File: src/rtl/rect_linear_grad_pkg.sv
// rtl/rect_linear_grad_pkg.sv - shared widths, depths and FIFO state type for the ReLU backward stage
package rect_linear_grad_pkg;

  // Network data width; values are signed two's complement.
  localparam int NN_WIDTH    = 16;
  localparam int NN_BITWIDTH = NN_WIDTH - 1;

  // Default depth of the ReLU mask FIFO.
  localparam int RELU_MASK_DEPTH = 64;

  // Occupancy classes of the mask FIFO, derived from its count.
  typedef enum logic [1:0] {
    FIFO_EMPTY   = 2'd0,
    FIFO_PARTIAL = 2'd1,
    FIFO_FULL    = 2'd2
  } fifo_state_e;

endpackage

File: src/rtl/rect_linear_grad_mask_fifo.sv
// rtl/rect_linear_grad_mask_fifo.sv - 1-bit wide mask FIFO, reusable by other backprop stages
module rect_linear_grad_mask_fifo
  import rect_linear_grad_pkg::*;
#(
  parameter int DEPTH = RELU_MASK_DEPTH,
  localparam int AW   = $clog2(DEPTH)
) (
  input  logic          clock,
  input  logic          reset,
  input  logic          flush,
  input  logic          push,
  input  logic          pop,
  input  logic          din,
  output logic          dout,
  output logic [AW:0]   count,
  output logic          full,
  output logic          empty
);

  localparam logic [AW:0] FULL_COUNT = (AW + 1)'(DEPTH);

  logic [DEPTH-1:0] mem;
  logic [AW-1:0]    wr_ptr;
  logic [AW-1:0]    rd_ptr;
  logic [AW:0]      cnt;
  fifo_state_e      state;
  logic             do_push;
  logic             do_pop;

  // Classify occupancy; full/empty are read straight off the class.
  always_comb begin
    state = FIFO_PARTIAL;
    if (cnt == '0) begin
      state = FIFO_EMPTY;
    end else if (cnt == FULL_COUNT) begin
      state = FIFO_FULL;
    end
  end

  assign full  = (state == FIFO_FULL);
  assign empty = (state == FIFO_EMPTY);

  // A flush cycle discards any push or pop presented with it.
  assign do_push = push && !full  && !flush;
  assign do_pop  = pop  && !empty && !flush;

  // Pointers wrap naturally because DEPTH is a power of two.
  always_ff @(posedge clock or negedge reset) begin
    if (!reset) begin
      wr_ptr <= '0;
      rd_ptr <= '0;
      cnt    <= '0;
    end else if (flush) begin
      wr_ptr <= '0;
      rd_ptr <= '0;
      cnt    <= '0;
    end else begin
      if (do_push) wr_ptr <= wr_ptr + AW'(1);
      if (do_pop)  rd_ptr <= rd_ptr + AW'(1);
      case ({do_push, do_pop})
        2'b10:   cnt <= cnt + (AW + 1)'(1);
        2'b01:   cnt <= cnt - (AW + 1)'(1);
        default: cnt <= cnt;
      endcase
    end
  end

  // Mask storage needs no reset: entries are only read after being written.
  always_ff @(posedge clock) begin
    if (do_push) mem[wr_ptr] <= din;
  end

  assign dout  = mem[rd_ptr];
  assign count = cnt;

endmodule

File: src/rtl/rect_linear_grad.sv
// rtl/rect_linear_grad.sv - ReLU backward gate: records forward sign masks, zeroes gradients of negative activations
module rect_linear_grad
  import rect_linear_grad_pkg::*;
#(
  parameter int MASK_DEPTH = RELU_MASK_DEPTH,
  localparam int CW        = $clog2(MASK_DEPTH) + 1
) (
  input  logic                 clock,
  input  logic                 reset,
  input  logic                 flush,
  input  logic                 fwd_valid,
  input  logic [NN_BITWIDTH:0] fwd_in,
  output logic                 fwd_ready,
  input  logic                 grad_valid,
  input  logic [NN_BITWIDTH:0] grad_in,
  output logic                 grad_ready,
  output logic                 grad_out_valid,
  output logic [NN_BITWIDTH:0] grad_out,
  input  logic                 grad_out_ready,
  output logic [CW-1:0]        mask_count
);

  logic fifo_full;
  logic fifo_empty;
  logic mask_bit;
  logic push;
  logic pop;
  logic unused_fwd_bits;

  // Only the sign of the pre-activation matters for the mask.
  assign unused_fwd_bits = ^fwd_in[NN_BITWIDTH-1:0];

  // Ready terms depend only on registered state and grad_out_ready.
  assign fwd_ready  = !fifo_full;
  assign grad_ready = !fifo_empty && (!grad_out_valid || grad_out_ready);

  assign push = fwd_valid && fwd_ready;
  assign pop  = grad_valid && grad_ready;

  rect_linear_grad_mask_fifo #(
    .DEPTH (MASK_DEPTH)
  ) u_mask_fifo (
    .clock (clock),
    .reset (reset),
    .flush (flush),
    .push  (push),
    .pop   (pop),
    .din   (~fwd_in[NN_BITWIDTH]),
    .dout  (mask_bit),
    .count (mask_count),
    .full  (fifo_full),
    .empty (fifo_empty)
  );

  // Output register: load gated gradient on pop, drop valid once consumed.
  always_ff @(posedge clock or negedge reset) begin
    if (!reset) begin
      grad_out_valid <= 1'b0;
      grad_out       <= '0;
    end else if (flush) begin
      grad_out_valid <= 1'b0;
      grad_out       <= '0;
    end else if (pop) begin
      grad_out_valid <= 1'b1;
      grad_out       <= mask_bit ? grad_in : '0;
    end else if (grad_out_ready) begin
      grad_out_valid <= 1'b0;
    end
  end

endmodule

File: config.mk
export PLATFORM = sky130hd
export DESIGN_NAME = rect_linear_grad
export DESIGN_NICKNAME = d
export VERILOG_FILES = /design/src/rtl/rect_linear_grad_pkg.sv /design/src/rtl/rect_linear_grad_mask_fifo.sv /design/src/rtl/rect_linear_grad.sv
export SDC_FILE = /design/constraint.sdc
export NUM_CORES = 1
export LEC_CHECK = 0
export ABC_CLOCK_PERIOD_IN_PS = 4600
export CORE_AREA = 2 2 98 100
export DETAILED_ROUTE_END_ITERATION = 6
export DIE_AREA = 0 0 100 102
export HOLD_SLACK_MARGIN = 0.05
export PLACE_DENSITY = 0.88
export SLEW_MARGIN = 20
export SYNTH_ARGS = -nofsm -noshare
export SYNTH_HDL_FRONTEND = slang
export SYNTH_HIERARCHICAL = 1
export SYNTH_SLANG_ARGS = --single-unit
File: constraint.sdc
create_clock -name clock -period 4.6 [get_ports clock]
set_clock_uncertainty 0.05 [all_clocks]
set_input_delay 0.92 -clock clock [delete_from_list [all_inputs] [get_ports clock]]
set_output_delay 0.92 -clock clock [all_outputs]
set_load 0.02 [all_outputs]
==> reports/metrics.yaml, run 1 <==
run_status:
  status: "finished clean"
yosys:
  synth_edf_count: 64
  ys_warn_count: 6
  synth_top_area_frac: 0.3836
  syn_inst: 421
  avgSynthCellArea_sq_um: 11.90
  synth_area_leaders: "edfxtp_1 38%, dfrtp_1 18%, mux4_2 7.2%"
  synth-seq-area-share: 0.5634
  syn_nets: 467
  synth_seq_cells: 100
  synth_top_area_cell: "edfxtp_1"
  yosysMostFrequentCell: "nor2_1"
  yosysUniqueCellTypes: 55
  synthTopCellsByCount: "85 x nor2_1, 64 x edfxtp_1, 36 x dfrtp_1"
  netlist_area_sq_mm: 0.005010
  synthFlopType: "edfxtp_1"
  async_flop_share: 0.3600
placement:
  post_dp_cell_area_sq_mm: 0.005454
  hpwl_mm: 6.973
  io_buffers: 48
  dp_slack_ns: 0.6254
  dp_cells: 556
  place.gp.congestion: 0.8238
worst_setup_path:
  crit_chain: "nor4_4 > and3_1 > nand2b_2 > nor2_1 > inv_1 > nor4_1 > buf_4 > fa_1 > a211oi_1 > o21bai_1 > a21oi_1 > mux2i_1 > mux2_2"
  cp-startpoint: "u_mask_fifo/count[5]"
  crit_type: "reg2reg"
  cp.required_ns: 4.80
  crit_path_end_kind: "flop"
  slowest_stage: "nor4_4"
  timing.rr.start: "u_mask_fifo/count[5]"
  worstSetupEndpoint: "u_mask_fifo/count[6]"
  path_depth: 13
  slowest_delay_ns: 0.49
  cp_top_family: "simple AND/OR/NAND/NOR gates"
  worstPathArrival_ns: 4.24
  reg2reg_depth: 13
  rrSetupSlack_ns: 0.56
  critPathMaxFanout: 18
  cp_num_buf_inv: 2
  r2r_end: "u_mask_fifo/count[6]"
  cp-start-kind: "flop"
clock_network:
  clk_pin_slew_ns: 0.09
  numCtsBuffers: 9
  htreeDepth: 3
  cts_sinks: 100
  post_cts_resized: 0
  tritoncts: "built"
  cts_setup_buffers: 0
  cts-root-buf: "clkbuf_8"
  ctsHoldBuffers: 0
  cts_buffer_depth: 2
  clkLatencyLatePin_ns: 0.36
floorplan:
  coreArea_sq_mm: 0.009109
  die-area_sq_mm: 0.01020
  die_y_microns: 102
  io_pins: 64
  initial_utilization: 0.5500
  die_w_microns: 100
  rows: 35
pwr:
  clkPwrFrac: 0.233
  switchingPower_mw: 0.8662
  finalPower_mw: 2.588
  swShare: 0.3347
  internal_power_mw: 1.722
  vdd_ir_drop_max_uv: 274.4
  leakage_nw: 1.961
  power.density_mw_per_mm2: 456.5
  pwr-share-seq: 0.425
  pwr-share-comb: 0.342
final_layout:
  n_antenna_cell: 0
  final_nets: 502
  drive_above_1_share: 0.1193
  fillCellCount: 703
  multi_input_area_sq_mm: 0.001938
  final_area_sq_mm: 0.005669
  area_growth_pct: 13.16
  register_area_sq_mm: 0.002823
  stdcell_count: 572
  fin_util: 0.6224
sta:
  worst_pin_slew_ns: 0.8382
  setup_ws_ns: 0.5585
  rsz0062_at_grt: "false"
  max_freq_mhz: 247.4
  maxSlewViolCount: 0
  finalSetupViolCount: 0
  fin_crit_ns: 4.041
  period_share: 0.8786
  hold_violations: 0
  maxSlewHeadroom: 0.4412
  whs_ns: 0.4998
  fin_tns_setup_ns: 0
global_routing:
  grt_max_degree: 65
  overflow: 0
  grt_pass1_vias: 3552
  grt_first_pass_wirelength_mm: 17.47
  antenna_found_initial: 0
  grt_use_total: 0.2235
drt:
  num_vias: 3460
  routed_wl_mm: 10.67
  drcViolationCount: 0
  dr.pass1.iters: 5
  routedWlPerCell_microns: 18.66
  routed_via_density: 6.049
  drt_iter0_drc: 214
  ant_nets: 0
hold_path:
  hold_class: "reg2reg"
  min_delay_path_depth: 2
run:
  cap_viol_max_count: 0
area by class of cell:
class | instances | area share
sequential | 100 | 0.4979
multi-input combinational | 283 | 0.3419
timing repair buffer | 55 | 0.09314
tap | 111 | 0.02450
clock buffer | 9 | 0.02185
clock inverter | 7 | 0.01611
inverter | 7 | 0.004635
layer usage:
layer | up-vias | wire length, microns | GRT usage | part of all wire
met5 | - | 0 | 0 | 0
met1 | 1733 | 4362 | 0.2831 | 0.41
met4 | 0 | 218 | 0.09484 | 0.020
li1 | 1596 | - | - | -
met3 | 15 | 524 | 0.02531 | 0.049
met2 | 116 | 5569 | 0.3950 | 0.52
layout by cell type (no fill, tap or decap), types with 2 or more instances in the layout:
cell and instances:
nor2_1 85, nand4_1 19, dfrtp_1 36, ha_1 7, nand2_1 15, o21ai_0 13, nor4b_1 2, a21oi_1 27
mux4_2 16, nor3_1 7, and3_1 3, and2_1 2, buf_4 7, inv_1 7, clkbuf_8 9, a22oi_1 6
or2_1 5, xnor2_1 4, nor2b_1 8, clkdlybuf4s50_1 47, edfxtp_1 64, a211oi_1 3, nand3_1 4, clkinv_2 2
nand2b_1 4, o21ai_1 8, or3_1 8, xor2_1 7, mux2i_1 4, nand3b_1 3, mux2_2 4, bufinv_16 2
or3b_2 2
state kept, by name, indices dropped and copies added, names as in the netlist:
signal and cells:
u_mask_fifo/mem 64, grad_out 16, u_mask_fifo/count 7, u_mask_fifo/rd_ptr 6, u_mask_fifo/wr_ptr 6, grad_out_valid 1
logic make-up after synthesis:
family | share of synthesized area
mux | 0.08891
simple gates | 0.1741
buf+inv | 0.04970
xor+xnor | 0.02473
flops | 0.5634
fa+ha+maj | 0.02148
compound gates | 0.07767
power by group through the flow:
stage               sequential (mW)  clock (mW)  combinational [mW]
detailed placement             1.12           0               0.882
CTS                            1.10       0.609               0.887
global placement               1.11           0               0.852
finish                         1.10       0.603               0.886
floorplan                      1.14           0               0.627
global route                   1.11       0.639               0.959
worst min-delay path, cell delays in order, from the launching register on:
cell	delay (ns)
dfrtp_1	0.38
o21ai_1	0.07
a21oi_1	0.06
worst min path at each step:
stage / from / to
2_1_floorplan: u_mask_fifo/rd_ptr[4] / u_mask_fifo/rd_ptr[4]
3_3_place_gp: grad_out[5] / grad_out[5]
3_5_place_dp: grad_out[9] / grad_out[9]
4_1_cts: grad_out[9] / grad_out[9]
5_1_grt: grad_out[9] / grad_out[9]
6_report: grad_out[9] / grad_out[9]
Power figures use the tool's default switching activity.
==> inputs of run 2 (changes only) <==
CAP_MARGIN = 30   (was unset)
==> results of run 2 <==
The final DEF is identical to that of run 1; final timing and power are the same.
